==> src/rtl/tetris_pkg.sv <==
`default_nettype none
// ============================================================================
// Module      : tetris_pkg
// Description : Shared playfield geometry, map type, line-clear FSM state
//               encoding and the per-landing score table.
// Revision    : 1.0 - initial release
// ============================================================================
package tetris_pkg;

  localparam int ROWS  = 8;
  localparam int COLS  = 8;
  localparam int ROW_W = 3;   // row index width
  localparam int CNT_W = 3;   // per-landing cleared-row counter width

  // Row index first; row 0 is the top row, column 0 is the leftmost bit.
  typedef logic [0:ROWS-1][0:COLS-1] map_t;

  typedef enum logic [1:0] {
    LC_IDLE  = 2'd0,
    LC_SCAN  = 2'd1,
    LC_CLEAR = 2'd2,
    LC_SCORE = 2'd3
  } lc_state_t;

  // Points awarded for the number of rows cleared by a single landing.
  function automatic logic [3:0] points_for(input logic [CNT_W-1:0] cnt);
    logic [3:0] pts;
    case (cnt)
      3'd0:    pts = 4'd0;
      3'd1:    pts = 4'd1;
      3'd2:    pts = 4'd3;
      3'd3:    pts = 4'd5;
      default: pts = 4'd8;
    endcase
    return pts;
  endfunction

endpackage
`default_nettype wire

==> src/rtl/full_row_finder.sv <==
`default_nettype none
// ============================================================================
// Module      : full_row_finder
// Description : Combinational search of the playfield map for the lowest
//               (highest-index) completely filled row. Row 0 is excluded
//               from the search because it is never cleared; instead its
//               occupancy is reported as top_occupied.
// Ports       : map_in       - playfield map
//               found        - at least one of rows ROWS-1..1 is full
//               row          - index of the highest-index full row
//               top_occupied - any cell of row 0 is set
// Revision    : 1.0 - initial release
// ============================================================================
module full_row_finder
  import tetris_pkg::*;
(
  input  map_t             map_in,
  output logic             found,
  output logic [ROW_W-1:0] row,
  output logic             top_occupied
);

  logic [ROWS-1:1] row_full;

  genvar g;
  generate
    for (g = 1; g < ROWS; g++) begin : g_row
      assign row_full[g] = &map_in[g];
    end
  endgenerate

  // Ascending walk: the last hit wins, giving priority to the highest index.
  always_comb begin
    found = 1'b0;
    row   = '0;
    for (int r = 1; r < ROWS; r++) begin
      if (row_full[r]) begin
        found = 1'b1;
        row   = ROW_W'(r);
      end
    end
  end

  assign top_occupied = |map_in[0];

endmodule
`default_nettype wire

==> src/rtl/line_clear_ctrl.sv <==
`default_nettype none
// ============================================================================
// Module      : line_clear_ctrl
// Description : After each block landing, repeatedly finds and clears full
//               rows (one per CLEAR cycle), then awards score, updates the
//               line counters and raises the sticky game-over flag.
// Ports       : clk, reset   - clock, synchronous active-high reset
//               map_in       - committed playfield map
//               land         - block merged into the map at this edge
//               remove_line  - one-hot row-shift command (row 0 never set)
//               busy         - controller not idle
//               done         - one-cycle pulse when a landing is finished
//               lines_last   - rows cleared by the latest landing
//               lines_total  - rows cleared since reset (saturating)
//               score        - accumulated score (saturating)
//               game_over    - sticky, set when row 0 is occupied at scoring
// Revision    : 1.0 - initial release
// ============================================================================
module line_clear_ctrl
  import tetris_pkg::*;
#(
  parameter int SCORE_W = 16
) (
  input  logic               clk,
  input  logic               reset,
  input  map_t               map_in,
  input  logic               land,
  output logic [ROWS-1:0]    remove_line,
  output logic               busy,
  output logic               done,
  output logic [CNT_W-1:0]   lines_last,
  output logic [7:0]         lines_total,
  output logic [SCORE_W-1:0] score,
  output logic               game_over
);

  lc_state_t          state_q, state_d;
  logic [CNT_W-1:0]   cnt_q, cnt_d;
  logic [ROWS-1:0]    remove_line_q, remove_line_d;
  logic               busy_q, busy_d;
  logic               done_q, done_d;
  logic [CNT_W-1:0]   lines_last_q, lines_last_d;
  logic [7:0]         lines_total_q, lines_total_d;
  logic [SCORE_W-1:0] score_q, score_d;
  logic               game_over_q, game_over_d;

  logic               found;
  logic [ROW_W-1:0]   found_row;
  logic               top_occupied;

  logic [SCORE_W:0]   score_sum;
  logic [8:0]         total_sum;

  full_row_finder u_finder (
    .map_in       (map_in),
    .found        (found),
    .row          (found_row),
    .top_occupied (top_occupied)
  );

  // One extra bit on each sum exposes the carry used for saturation.
  assign score_sum = {1'b0, score_q} + (SCORE_W+1)'(points_for(cnt_q));
  assign total_sum = {1'b0, lines_total_q} + 9'(cnt_q);

  // Scoring results are registered on the SCAN->SCORE transition so they are
  // already valid in the cycle where done pulses.
  always_comb begin
    state_d       = state_q;
    cnt_d         = cnt_q;
    remove_line_d = '0;
    done_d        = 1'b0;
    lines_last_d  = lines_last_q;
    lines_total_d = lines_total_q;
    score_d       = score_q;
    game_over_d   = game_over_q;

    case (state_q)
      LC_IDLE: begin
        if (land && !game_over_q) begin
          state_d = LC_SCAN;
          cnt_d   = '0;
        end
      end
      LC_SCAN: begin
        if (found) begin
          state_d       = LC_CLEAR;
          remove_line_d = ROWS'(1) << found_row;
          cnt_d         = (cnt_q == '1) ? cnt_q : cnt_q + 1'b1;
        end else begin
          state_d       = LC_SCORE;
          done_d        = 1'b1;
          lines_last_d  = cnt_q;
          lines_total_d = total_sum[8] ? 8'hFF : total_sum[7:0];
          score_d       = score_sum[SCORE_W] ? '1 : score_sum[SCORE_W-1:0];
          if (top_occupied) begin
            game_over_d = 1'b1;
          end
        end
      end
      // Rows have moved down on the closing edge; rescan from the bottom.
      LC_CLEAR: state_d = LC_SCAN;
      LC_SCORE: state_d = LC_IDLE;
      default:  state_d = LC_IDLE;
    endcase

    busy_d = (state_d != LC_IDLE);
  end

  always_ff @(posedge clk) begin
    if (reset) begin
      state_q       <= LC_IDLE;
      cnt_q         <= '0;
      remove_line_q <= '0;
      busy_q        <= 1'b0;
      done_q        <= 1'b0;
      lines_last_q  <= '0;
      lines_total_q <= '0;
      score_q       <= '0;
      game_over_q   <= 1'b0;
    end else begin
      state_q       <= state_d;
      cnt_q         <= cnt_d;
      remove_line_q <= remove_line_d;
      busy_q        <= busy_d;
      done_q        <= done_d;
      lines_last_q  <= lines_last_d;
      lines_total_q <= lines_total_d;
      score_q       <= score_d;
      game_over_q   <= game_over_d;
    end
  end

  assign remove_line = remove_line_q;
  assign busy        = busy_q;
  assign done        = done_q;
  assign lines_last  = lines_last_q;
  assign lines_total = lines_total_q;
  assign score       = score_q;
  assign game_over   = game_over_q;

endmodule
`default_nettype wire

==> config.mk <==
export PLATFORM = sky130hd
export DESIGN_NAME = line_clear_ctrl
export DESIGN_NICKNAME = d
export VERILOG_FILES = /design/src/rtl/tetris_pkg.sv /design/src/rtl/full_row_finder.sv /design/src/rtl/line_clear_ctrl.sv
export SDC_FILE = /design/constraint.sdc
export NUM_CORES = 1
export LEC_CHECK = 0
export ABC_AREA = 1
export BUFFER_PORTS_ARGS = -buffer_cell sky130_fd_sc_hd__buf_4
export CORE_AREA = 2 2 90 92
export CTS_CLUSTER_SIZE = 24
export DETAILED_ROUTE_END_ITERATION = 6
export DIE_AREA = 0 0 92 94
export GPL_TIMING_DRIVEN = 0
export PLACE_DENSITY = 0.65
export SKIP_LAST_GASP = 1
export SLEW_MARGIN = 0
export SYNTH_ARGS = -nofsm -noshare
export SYNTH_HDL_FRONTEND = slang
export SYNTH_SLANG_ARGS = --single-unit
==> constraint.sdc <==
create_clock -name clk -period 6.17 [get_ports clk]
set_input_delay 1.234 -clock clk [delete_from_list [all_inputs] [get_ports clk]]
set_output_delay 1.234 -clock clk [all_outputs]
set_load 0.05 [all_outputs]
# Word level (Yosys, flattened, before mapping)
# Index checks and enable logic that the tools add are counted.
# classes
add_sub_neg	3
n_eq_ne	10
shifts	1
n_mux	25
bitwise	2
reduce_logical	19
# ops
cell	count
$reduce_and A8 Y1	7
$mux W3	7
$add A16 B4 Y17	1
$mux W16	1
$pmux W4 S4	1
$mux W1	10
$add A8 B3 Y9	1
$mux W8	1
$pmux W2 S4	1
$reduce_or A8 Y1	1
$shl A1 B3 Y8 const A	1
$eq A3 B2 Y1 const B	2
$mux W2	3
$ne A2 B2 Y1 const B	3
$pmux W3 S2	1
$eq A2 B2 Y1 const B	2
$reduce_and A4 Y1	1
$reduce_bool A2 Y1	2
$add A3 B1 Y3 const B	1
$eq A3 B1 Y1 const B	1
$eq A3 B3 Y1 const B	1
$logic_not A3 Y1	1
$reduce_and A3 Y1	1
$reduce_or A3 Y1	1
7 further kinds	8
# word_totals
regBits	43
output_inout_bits	38
elab_cells	69

# Longest topological paths before layout
# logic_depth
depth_word	11
depth_mapped	15
depth_no_buf	15

# Hierarchy
# Synthesis repeated with hierarchy kept, for this count alone.
# hier_totals
cells_unflattened	365
hier_area_um2	2591.2
# by_module_without_submodules
module	instances	cells_per_inst	area_each_um2	seq_area_each_um2
line_clear_ctrl	1	304	2322.2	860.8
full_row_finder	1	61	269.0	0.0

# Least setup slack after synthesis
# Ideal clock, no wire load.
# synth_path
path_type	register -> register
start	register cnt_q[0]
end	register score_q[6] (netlist: score[6])
setup_ns	0.139
arrival_ns	2.286
t_required_ns	6.031
path_slack_ns	3.745
stages_incl_launch_ff	14
synth_period_minus_slack_ns	2.425
path_cell_list	dfxtp_1 ha_1 ha_1 a21oi_1 o21ai_0 ha_1 fa_1 nand2_1 nand3_2 nand4_4 buf_6 nand3_2 nand2_1 a21oi_2
# synth_via
elab_chain_cells	4
elab_cells_between_ends	7
cone_classes	1 x add/sub; 3 x eq/ne; 2 x mux; 1 x reduce/logical
# synth_rtl
item	line_no	source
start, declared	line_clear_ctrl.sv:38	logic [CNT_W-1:0] cnt_q, cnt_d;
start signal, assigned	line_clear_ctrl.sv:122	cnt_q <= cnt_d;
$eq A3 B2 Y1, or another cell as far along	tetris_pkg.sv:28	case (cnt)
$pmux W4 S4 *	tetris_pkg.sv:28	
$add A16 B4 Y17 *	line_clear_ctrl.sv:62	assign score_sum = {1'b0, score_q} + (SCORE_W+1)'(points_for(cnt_q));
$mux W16 *	line_clear_ctrl.sv:94	score_d = score_sum[SCORE_W] ? '1 : score_sum[SCORE_W-1:0];
end signal, assigned	line_clear_ctrl.sv:128	score_q <= score_d;
end, declared	line_clear_ctrl.sv:44	logic [SCORE_W-1:0] score_q, score_d;
# Mark *: on every way between the ends. The rest lies on a longest branch, timed or not.
# A chain may end at the register's enable or synchronous reset.

# Worst setup path after layout
# layout_path
start	register cnt_q[0]
end	register score_q[2] (netlist: score[2])
# The elaborated chain is that of the path after synthesis.

==> flow_summary_export.csv <==
group,metric,value,unit
clock_tree,cts_buffer_depth,2,
clock_tree,cts.htree.levels,2,
die,pin_count,105,
synth,async_flop_share,0,%
clock_tree,cts-root-buf,"clkbuf_8",
synth,synth_mux_area_share,0,%
synth,yosys-top-cells-count,"nand2_1 (158), dfxtp_1 (43), inv_1 (40)",
clock_tree,path_clk_slew,0.09,ns
synth,synth_top_area_share,30.35,%
worst_setup_path,critPathSlowestCell,"fa_1",
synth,synth_compound_gate_area_share,9.396,%
synth,ys_seq_elements,43,
synth,synth_top_family_by_area,"simple AND/OR/NAND/NOR gates",
routing,route.detailed.drc,0,
sta,fin_ws,3.353,ns
worst_setup_path,critical_path_class,"flip-flop to flip-flop",
synth,synth_xor_area_share,0.9263,%
worst_setup_path,cp-startpoint,"cnt_q[0]$_SDFFE_PP0P_",
min_path,hp-class,"flip-flop to flip-flop",
clock_tree,tritoncts,"done",
routing,vias_per_cell,4.725,
place,gp_congestion,0.8900,
synth,yosysMostFrequentCell,"nand2_1",
worst_setup_path,critical_path_required,6.34,ns
routing,routed_wl,7.362,mm
sta,fin_crit_sh,45.66,%
cells_and_area,drive_gt1_share,28.84,%
die,std_cell_rows,32,
sta,min_period,2.817,ns
routing,vias,3038,
die,dieArea,0.008648,sq mm
sta,setup_tns,0,ns
synth,synthSimpleGateAreaFrac,43.05,%
worst_setup_path,cpPeakStageDelay,0.47,ns
synth,syn_nets,512,
min_path,hold_start,"lines_last[1]$_SDFFE_PP0P_",
worst_setup_path,arrival,2.98,ns
synth,yosys.area.top_type,"dfxtp_1",
sta,worst_pin_slew,0.6802,ns
die,initial_core_util,37.29,%
job,maxCapViolations,0,
global_routing,grt_max_degree,16,
place,portBuffers,104,
worst_setup_path,crit_buf_inv,1,
die,die_y,94,um
cells_and_area,fillCellCount,806,
synth,syn_area,0.002836,sq mm
worst_setup_path,cp_num_cells,13,
routing,first_pass_iters,4,
synth,ys.flop_type,"dfxtp_1",
worst_setup_path,rr_startpoint,"cnt_q[0]$_SDFFE_PP0P_",
worst_setup_path,cp_max_fo,10,
power,total_power,630.3,uW
min_path,holdPathStages,2,
synth,netlist_instances,429,
worst_setup_path,path_delay_family,"adder cells",
synth,synth_edf_count,0,
die,die_w,92,um
global_routing,grt_pass1_wl,12.63,mm
synth,yosys_warnings,0,
routing,post_drt_wl_per_cell,11.45,um
worst_setup_path,endpoint_kind,"flip-flop",
sta,hold_viol,0,
sta,skew,0.007496,ns
sta,drv_slew,0,
global_routing,antenna_found_initial,0,
clock_tree,insertion_delay,0.30,ns
place,dp_slack,3.380,ns
routing,drt_iter0_drc,79,
cells_and_area,area_delta_synth_final,36.13,%
global_routing,grt_pass1_vias,2906,
clock_tree,cts_buffers,5,
synth,synth_area_per_cell,6.612,sq um
synth,synthTopCellsByArea,"dfxtp_1 (30%), nand2_1 (21%), nand3_1 (6.7%)",
sta,slew_headroom,54.65,%
place,dp_hpwl,5.921,mm
cells_and_area,n_antenna_cell,0,
worst_setup_path,crit_chain,"ha_1, ha_1, a21oi_1, o21ai_0, ha_1, fa_1, nand2_1, nand3_2, nand4_4, buf_6, nand2_1, nand2_1, a21oi_2",
global_routing,grt.total_usage,17.67,%
synth,synth_cell_types,34,
worst_setup_path,rr_worst_depth,13,
cells_and_area,final_nets,623,
routing,postRouteAntennaNets,0,
sta,max_freq,0.3549,GHz
global_routing,grt_overflow,0,
sta,final-setup-viol-count,0,
worst_setup_path,startpoint_type,"flip-flop",
power,powerDensity,163.2,mW/mm^2
power,leakage,1.869,nW
run_status,outcome,"finished, final reports clean",
clock_tree,ctsHoldBuffers,0,
synth,yosys.area_share.adder,7.587,%
clock_tree,cts_sinks,43,
sta,rsz0062_at_grt,"false",
clock_tree,cts_resized,0,
synth,seq_area_frac_synth,30.35,%
die,core-area,0.007607,sq mm
clock_tree,post_cts_buffers,0,
power,vdd_ir_drop_max,0.1172,mV
==> path summary, 6_finish.rpt <==
check,to,slack (ns)
min reg2reg,lines_last[1]$_SDFFE_PP0P_,0.47
min,lines_last[1]$_SDFFE_PP0P_,0.47
max reg2reg,score[2]$_SDFFE_PP0P_,3.35
max,score[2]$_SDFFE_PP0P_,3.35
==> cells in the final DEF, fill, tap and decap left out, drive strengths merged, types with 3 or more instances in the layout <==
| cell | n |
|---|---|
| dfxtp | 43 |
| buf | 111 |
| a21oi | 31 |
| xnor2 | 3 |
| o21ai | 8 |
| clkbuf | 8 |
| nor2 | 40 |
| nor3 | 4 |
| ha | 14 |
| nand2 | 162 |
| nand4 | 10 |
| inv | 45 |
| nand3 | 46 |
| or2 | 3 |
==> power breakdown <==
| part | total, mW | leakage (nW) | internal (mW) | switching [mW] |
|---|---|---|---|---|
| registers | 0.286 | 0.348 | 0.283 | 0.00303 |
| logic | 0.114 | 1.46 | 0.0506 | 0.0635 |
| clock network | 0.230 | 0.0587 | 0.123 | 0.107 |
| total | 0.630 | 1.87 | 0.457 | 0.174 |
==> final cells by class <==
class                   count  area (sq um)  area share, %
plain buffers              10         77.57          2.009
clock inverters             3         47.55          1.231
well taps                 102         127.6          3.305
repair buffers            104         780.7          20.22
multi-input cells         332          1733          44.88
clock buffers               5         68.82          1.782
inverters                  44         165.2          4.277
flip-flops and latches     43         860.8          22.29
==> cell families (layout without fill, tap and decap cells) <==
| group | count (synthesis) | count (layout) |
|---|---|---|
| xor gates and xnor gates | 3 | 3 |
| other | 1 | 1 |
| AOI/OAI and AO/OA | 43 | 43 |
| adders and majority gates | 16 | 16 |
| buffers and inverters | 54 | 166 |
| and+or+nand+nor | 269 | 269 |
| DFF | 43 | 43 |
==> sequential cells by signal, summed over array words and instances, names as in the netlist <==
signal	cells
done	1
score	16
cnt_q	3
busy	1
lines_total	8
game_over	1
lines_last	3
state_q	2
remove_line	8
==> metal layers <==
| metal | track usage (%) | wire [um] | vias up |
|---|---|---|---|
| met3 | 3.612 | 405 | 7 |
| met5 | 0 | 0 | - |
| li1 | - | - | 1599 |
| met2 | 32.84 | 3669 | 80 |
| met1 | 21.08 | 3234 | 1352 |
| met4 | 3.483 | 53 | 0 |
==> tightest hold or removal path, delay by kind of cell, from the launching register on <==
kind / cells / cell delay, ns
and+or+nand+nor: 1 / 0.06
DFF: 1 / 0.32
AOI/OAI and AO/OA: 1 / 0.06
==> through the flow <==
| stage | utilization [%] | instance area (sq um) | std cells | hold slack, ns |
|---|---|---|---|---|
| after floorplan | - | 2836 | 429 | 0.4985 |
| after global placement | 49.23 | 3745 | 635 | 0.4603 |
| after detailed placement | 49.23 | 3745 | 635 | 0.4643 |
| after CTS | 50.76 | 3861 | 643 | 0.4796 |
| after global routing | 50.76 | 3861 | 643 | 0.4937 |
| final | 50.76 | 3861 | 643 | 0.4722 |
Power figures use the tool's default switching activity.
